$ cat src/rtl/kbd_pkg.sv
// kbd_pkg: shared constants for the keyboard matrix intercept.
//   PORTA/CRA/PORTB/CRB : PIA1 register offsets on bus_addr_i
//   KBD_SPI_BASE        : upper 13 bits of the host matrix write window
//   COLS                : columns per matrix row (bits per row byte)
package kbd_pkg;

    localparam logic [1:0]  PORTA        = 2'd0;
    localparam logic [1:0]  CRA          = 2'd1;
    localparam logic [1:0]  PORTB        = 2'd2;
    localparam logic [1:0]  CRB          = 2'd3;

    localparam logic [12:0] KBD_SPI_BASE = 13'hE80;
    localparam int          COLS         = 8;

endpackage

$ cat src/rtl/kbd_row_hold.sv
// kbd_row_hold: one keyboard matrix row with press-hold behaviour.
//   clk       : bus clock, state updates on the falling edge
//   reset     : synchronous, active-high
//   host_wr   : host wrote this row this cycle (single-cycle strobe)
//   host_data : host row byte, bit=0 means key pressed
//   scan      : CPU read PORTB while this row was selected
//   expire    : host idle timeout, force the row released
//   eff       : effective row data presented to the CPU
// A newly pressed key is kept visible for HOLD_SCANS CPU scans even if the
// host reports its release before the CPU has looked at the row.
module kbd_row_hold
    import kbd_pkg::*;
#(
    parameter int HOLD_SCANS = 2
) (
    input  logic            clk,
    input  logic            reset,
    input  logic            host_wr,
    input  logic [COLS-1:0] host_data,
    input  logic            scan,
    input  logic            expire,
    output logic [COLS-1:0] eff
);

    logic [COLS-1:0] stored;
    logic [3:0]      hold_cnt;
    logic            new_press;
    logic [COLS-1:0] stored_nxt;

    // A press is "new" only if it pulls down a bit the CPU currently sees high.
    assign new_press  = host_wr && (|(~host_data & eff));
    assign stored_nxt = host_wr ? host_data : stored;

    always_ff @(negedge clk) begin
        if (reset || expire) begin
            stored   <= '1;
            eff      <= '1;
            hold_cnt <= '0;
        end else begin
            stored <= stored_nxt;
            if (new_press) begin
                // Presses accumulate; releases in the same byte are deferred.
                eff      <= eff & host_data;
                hold_cnt <= 4'(HOLD_SCANS);
            end else if (hold_cnt != 4'd0) begin
                // Holding: releases only reach stored, eff stays put.
                if (scan) begin
                    hold_cnt <= hold_cnt - 4'd1;
                end
            end else begin
                eff <= stored_nxt;
            end
        end
    end

endmodule

$ cat src/rtl/kbd_matrix.sv
// kbd_matrix: host-fed keyboard matrix that intercepts PIA1 port B reads.
//   clk_bus_i    : bus clock, all state updates on its falling edge
//   reset_i      : synchronous, active-high
//   spi_addr_i   : host write address (window KBD_SPI_BASE, low nibble = row)
//   spi_data_i   : host row data, bit=0 means key pressed
//   spi_wr_en_i  : host write strobe
//   bus_addr_i   : PIA register select
//   bus_data_i   : CPU write data (low nibble selects the row on PORTA)
//   pia1_en_i, cpu_rd_en_i, cpu_wr_en_i : PIA1 select and CPU strobes
//   mode_i       : 0 = intercept only while a key shows, 1 = always intercept
//   kbd_data_o   : registered column data of the selected row
//   kbd_en_o     : drive kbd_data_o onto the data bus instead of PIA1
//   stale_o      : host went silent too long, matrix forced released
// Strobe semantics: every *_en_i strobe is a single-cycle qualifier sampled on
// the falling edge; there is no back-pressure, each strobe is consumed at once.
module kbd_matrix
    import kbd_pkg::*;
#(
    parameter int ROWS           = 10,
    parameter int HOLD_SCANS     = 2,
    parameter int TIMEOUT_CYCLES = 2**22
) (
    input  logic        clk_bus_i,
    input  logic        reset_i,
    input  logic [16:0] spi_addr_i,
    input  logic [7:0]  spi_data_i,
    input  logic        spi_wr_en_i,
    input  logic [1:0]  bus_addr_i,
    input  logic [7:0]  bus_data_i,
    input  logic        pia1_en_i,
    input  logic        cpu_rd_en_i,
    input  logic        cpu_wr_en_i,
    input  logic        mode_i,
    output logic [7:0]  kbd_data_o,
    output logic        kbd_en_o,
    output logic        stale_o
);

    localparam int IDLE_W = $clog2(TIMEOUT_CYCLES + 1);

    logic              host_hit;
    logic              porta_wr;
    logic              row_rd;
    logic              expire;
    logic [3:0]        sel_row;
    logic [IDLE_W-1:0] idle_cnt;
    logic [COLS-1:0]   eff [ROWS];
    logic [COLS-1:0]   sel_data;
    logic              unused_bits;

    assign host_hit = spi_wr_en_i && (spi_addr_i[16:4] == KBD_SPI_BASE)
                      && ({1'b0, spi_addr_i[3:0]} < 5'(ROWS));
    assign porta_wr = pia1_en_i && cpu_wr_en_i && (bus_addr_i == PORTA);
    assign row_rd   = pia1_en_i && cpu_rd_en_i && (bus_addr_i == PORTB);

    // Expiry fires on the edge the counter would reach TIMEOUT_CYCLES; a host
    // write on that same edge suppresses it.
    assign expire   = !host_hit && (idle_cnt == IDLE_W'(TIMEOUT_CYCLES - 1));

    assign unused_bits = ^bus_data_i[7:4];

    for (genvar r = 0; r < ROWS; r++) begin : g_row
        kbd_row_hold #(
            .HOLD_SCANS (HOLD_SCANS)
        ) u_row (
            .clk       (clk_bus_i),
            .reset     (reset_i),
            .host_wr   (host_hit && (spi_addr_i[3:0] == 4'(r))),
            .host_data (spi_data_i),
            .scan      (row_rd && (sel_row == 4'(r))),
            .expire    (expire),
            .eff       (eff[r])
        );
    end

    // Rows beyond ROWS read as all keys released.
    always_comb begin
        sel_data = '1;
        for (int r = 0; r < ROWS; r++) begin
            if (sel_row == 4'(r)) begin
                sel_data = eff[r];
            end
        end
    end

    always_ff @(negedge clk_bus_i) begin
        if (reset_i) begin
            idle_cnt   <= '0;
            stale_o    <= 1'b0;
            sel_row    <= 4'd0;
            kbd_data_o <= 8'hff;
        end else begin
            if (host_hit) begin
                idle_cnt <= '0;
            end else if (idle_cnt != IDLE_W'(TIMEOUT_CYCLES)) begin
                idle_cnt <= idle_cnt + 1'b1;
            end

            if (host_hit) begin
                stale_o <= 1'b0;
            end else if (expire) begin
                stale_o <= 1'b1;
            end

            if (porta_wr) begin
                sel_row <= bus_data_i[3:0];
            end

            kbd_data_o <= sel_data;
        end
    end

    assign kbd_en_o = row_rd && (mode_i || (kbd_data_o != 8'hff));

endmodule
$ cat config.mk
export PLATFORM = sky130hd
export DESIGN_NAME = kbd_matrix
export DESIGN_NICKNAME = d
export VERILOG_FILES = /design/src/rtl/kbd_pkg.sv /design/src/rtl/kbd_row_hold.sv /design/src/rtl/kbd_matrix.sv
export SDC_FILE = /design/constraint.sdc
export NUM_CORES = 1
export LEC_CHECK = 0
export CORE_UTILIZATION = 45
export DETAILED_ROUTE_END_ITERATION = 8
export PLACE_DENSITY_LB_ADDON = 0.3
export SYNTH_ARGS = -nofsm -noshare
export SYNTH_HDL_FRONTEND = slang
export SYNTH_HIERARCHICAL = 1
export SYNTH_SLANG_ARGS = --single-unit
$ cat constraint.sdc
create_clock -name clk_bus_i -period 8.61 [get_ports clk_bus_i]
set_clock_uncertainty 0.1 [all_clocks]
set_input_delay 1.722 -clock clk_bus_i [delete_from_list [all_inputs] [get_ports clk_bus_i]]
set_output_delay 1.722 -clock clk_bus_i [all_outputs]
set_load 0.03 [all_outputs]
==> metrics.yaml <==
rows: 57
start_util_pct: 46.2
final_cells: 1949
intPower_uw: 1950
post-place-cells: 1676
p_switching_uw: 812
htreeDepth: 1
grt_pass1_wl_mm: 49.7
multi_input_area_mm2: 0.00587
finalSetupTns_ps: 0
synth_seq_cells: 236
whs_ps: 352
cp_max_fo: 5
ys_seq_area_share_pct: 41.7
async_flop_share_pct: 0
root_buffer: "clkbuf_16"
cts_hold_buffers: 0
core_region_area_mm2: 0.0245
rsz0062_at_grt: "false"
finalSetupViolCount: 0
yosysWarningCount: 6
synth_compound_area_share_pct: 16.0
final_cell_mix: "inv_1, dfxtp_1, mux2i_1"
power_frac_seq_pct: 40.0
p_clk_share_pct: 55.8
dr.pass1.iters: 5
post_drt_wl_per_cell_um: 15.5
power.density_mw_per_mm2: 190
synthAdderAreaFrac_pct: 1.33
die_width_um: 161
avgViaCountPerCell: 5.39
syn-instance-count: 1242
cts_sinks: 236
nets: 1660
worst_slew_pin_slew_ps: 993
r2r-start: "idle_cnt[0]"
required_ps: 4650
dp_hpwl_mm: 21.6
layout_commonest_cell: "inv_1"
syn_nets: 1296
switching_share_pct: 29.4
yosys.area_share.simple_pct: 15.4
hold_start: "stale_o"
cts_resized: 0
critPathArrivalTime_ps: 4200
first_iter_violations: 607
wl_mm: 30.2
startpoint: "spi_wr_en_i"
cap_violations: 0
fillCellCount: 2203
post-place-ws_ps: -144
synth_edf_count: 0
ant_nets: 0
synth_top_family_by_area: "multiplexers"
power.total_uw: 2770
grt_max_degree: 36
hold_viol: 0
hold_path_class: "flop to flop"
seqCellArea_mm2: 0.00472
grt_usage_pct: 23.5
maxSlewViolCount: 0
path_clk_slew_ps: 40
die_h_um: 161
p_comb_share_pct: 4.2
crit_type: "input pin to flop"
relSlewSlack_pct: 33.7
port-buffer-count: 47
p_leak_uw: 0.00720
numCtsBuffers: 27
synth_mux_area_share_pct: 17.1
antenna_found_initial: 0
synth_xor_area_share_pct: 1.70
place_congestion: 0.877
dieArea_mm2: 0.0258
num_vias: 10500
grt_pass1_vias: 10600
cts_buffer_depth: 3
area_growth_pct: 28.8
drive_gt1_share_pct: 12.4
setup_ws_ps: 455
ys.flop_type: "dfxtp_1"
cts_tree: "done"
syn_area_per_cell_um2: 9.12
postCtsSetupRepairBufs: 0
grt-ovfl-total: 0
outcome: "finished clean"
ff2ff_setup_slack_ps: 5510
worstSkewPairLatency_ps: 590
cp-start-kind: "input pin"
diodes: 0
yosys.cell_types.count: 58
synth.cell_area_mm2: 0.0113
ios: 52
drc_errors: 0
endpoint_kind: "flop"
ir_drop_uv: 132
==> power groups by stage <==
stage | Combinational, uW | Sequential, uW | Clock [uW]
floorplan | 42.2 | 1120 | 176
global placement | 114 | 1120 | 176
detailed placement | 114 | 1120 | 176
CTS | 115 | 1110 | 1600
global route | 122 | 1100 | 1740
finish | 116 | 1110 | 1540
==> worst paths after layout <==
check | to | cells past startpoint
setup / recovery | g_row[8].u_row/eff[5] | 11
hold / removal | stale_o | 2
setup reg to reg | g_row[3].u_row/hold_cnt[2] | 10
hold reg to reg | stale_o | 2
==> Yosys cell counts (all sizes together) (4+ instances only) <==
cell type | instances | area (um^2)
nor3b | 17 | 128
o31ai | 6 | 45.0
xnor2 | 20 | 175
nor2b | 5 | 31.3
nand2b | 9 | 56.3
nand3 | 34 | 170
nor3 | 26 | 130
buf | 28 | 206
a21boi | 11 | 82.6
a2bb2oi | 4 | 35.0
dfxtp | 236 | 4720
o211ai | 4 | 30.0
a21o | 4 | 30.0
nand4 | 4 | 31.3
or3 | 7 | 43.8
o221ai | 81 | 709
clkbuf | 24 | 90.1
nand2 | 136 | 536
a221oi | 7 | 61.3
a21oi | 40 | 204
a22o | 4 | 35.0
mux2i | 174 | 1740
mux2 | 13 | 146
ha | 12 | 150
o22ai | 41 | 257
inv | 125 | 469
nor4 | 12 | 75.1
or4 | 7 | 56.3
o41ai | 10 | 163
o21ai | 20 | 100
nor2 | 94 | 353
==> registers in the layout (all words and copies together) (netlist names) <==
name and flops:
idle_cnt 23, kbd_data_o 8, stale_o 1, g_row.u_row/hold_cnt 40, g_row.u_row/eff 80, g_row.u_row/stored 80
sel_row 4
==> per-stage QoR <==
step	instance area [um^2]	utilization [%]
final	14600	59.5
after global routing	14600	59.5
after CTS	14600	59.5
after detailed placement	12900	52.6
after global placement	12900	52.6
after floorplan	11300	-
==> critical path, stage by stage <==
cell and delay (ps):
clkdlybuf4s50_1 440, nor4bb_1 250, nand4_1 220, buf_4 220, or2_1 270, nor4_2 260, buf_4 210, o41ai_2 100
buf_4 180, mux2i_1 160, o221ai_1 140
==> final cells by class <==
cell class / instances / share of cell area, %
multi-input cells: 829 / 40.3
flip-flops and latches: 236 / 32.4
repair buffers: 162 / 9.74
clock inverters: 257 / 7.26
clock buffers: 27 / 4.63
inverters: 114 / 2.93
well taps: 324 / 2.78
==> kinds of logic (layout without fill, tap and decap cells) <==
group	after synthesis	after routing
adders and majority gates	12	12
DFF	236	236
buffers and inverters	177	560
muxes	189	189
AOI/OAI and AO/OA	239	239
xor gates and xnor gates	22	22
and+or+nand+nor	367	367
==> per-layer routing <==
layer | track usage (%) | share of wire, % | up-vias
met5 | 0 | 0 | -
li1 | - | - | 5211
met1 | 29.2 | 46 | 4961
met4 | 11.2 | 2.0 | 0
met2 | 37.6 | 47 | 286
met3 | 6.33 | 5.4 | 43
No activity file was read; power rests on OpenSTA's default activity.
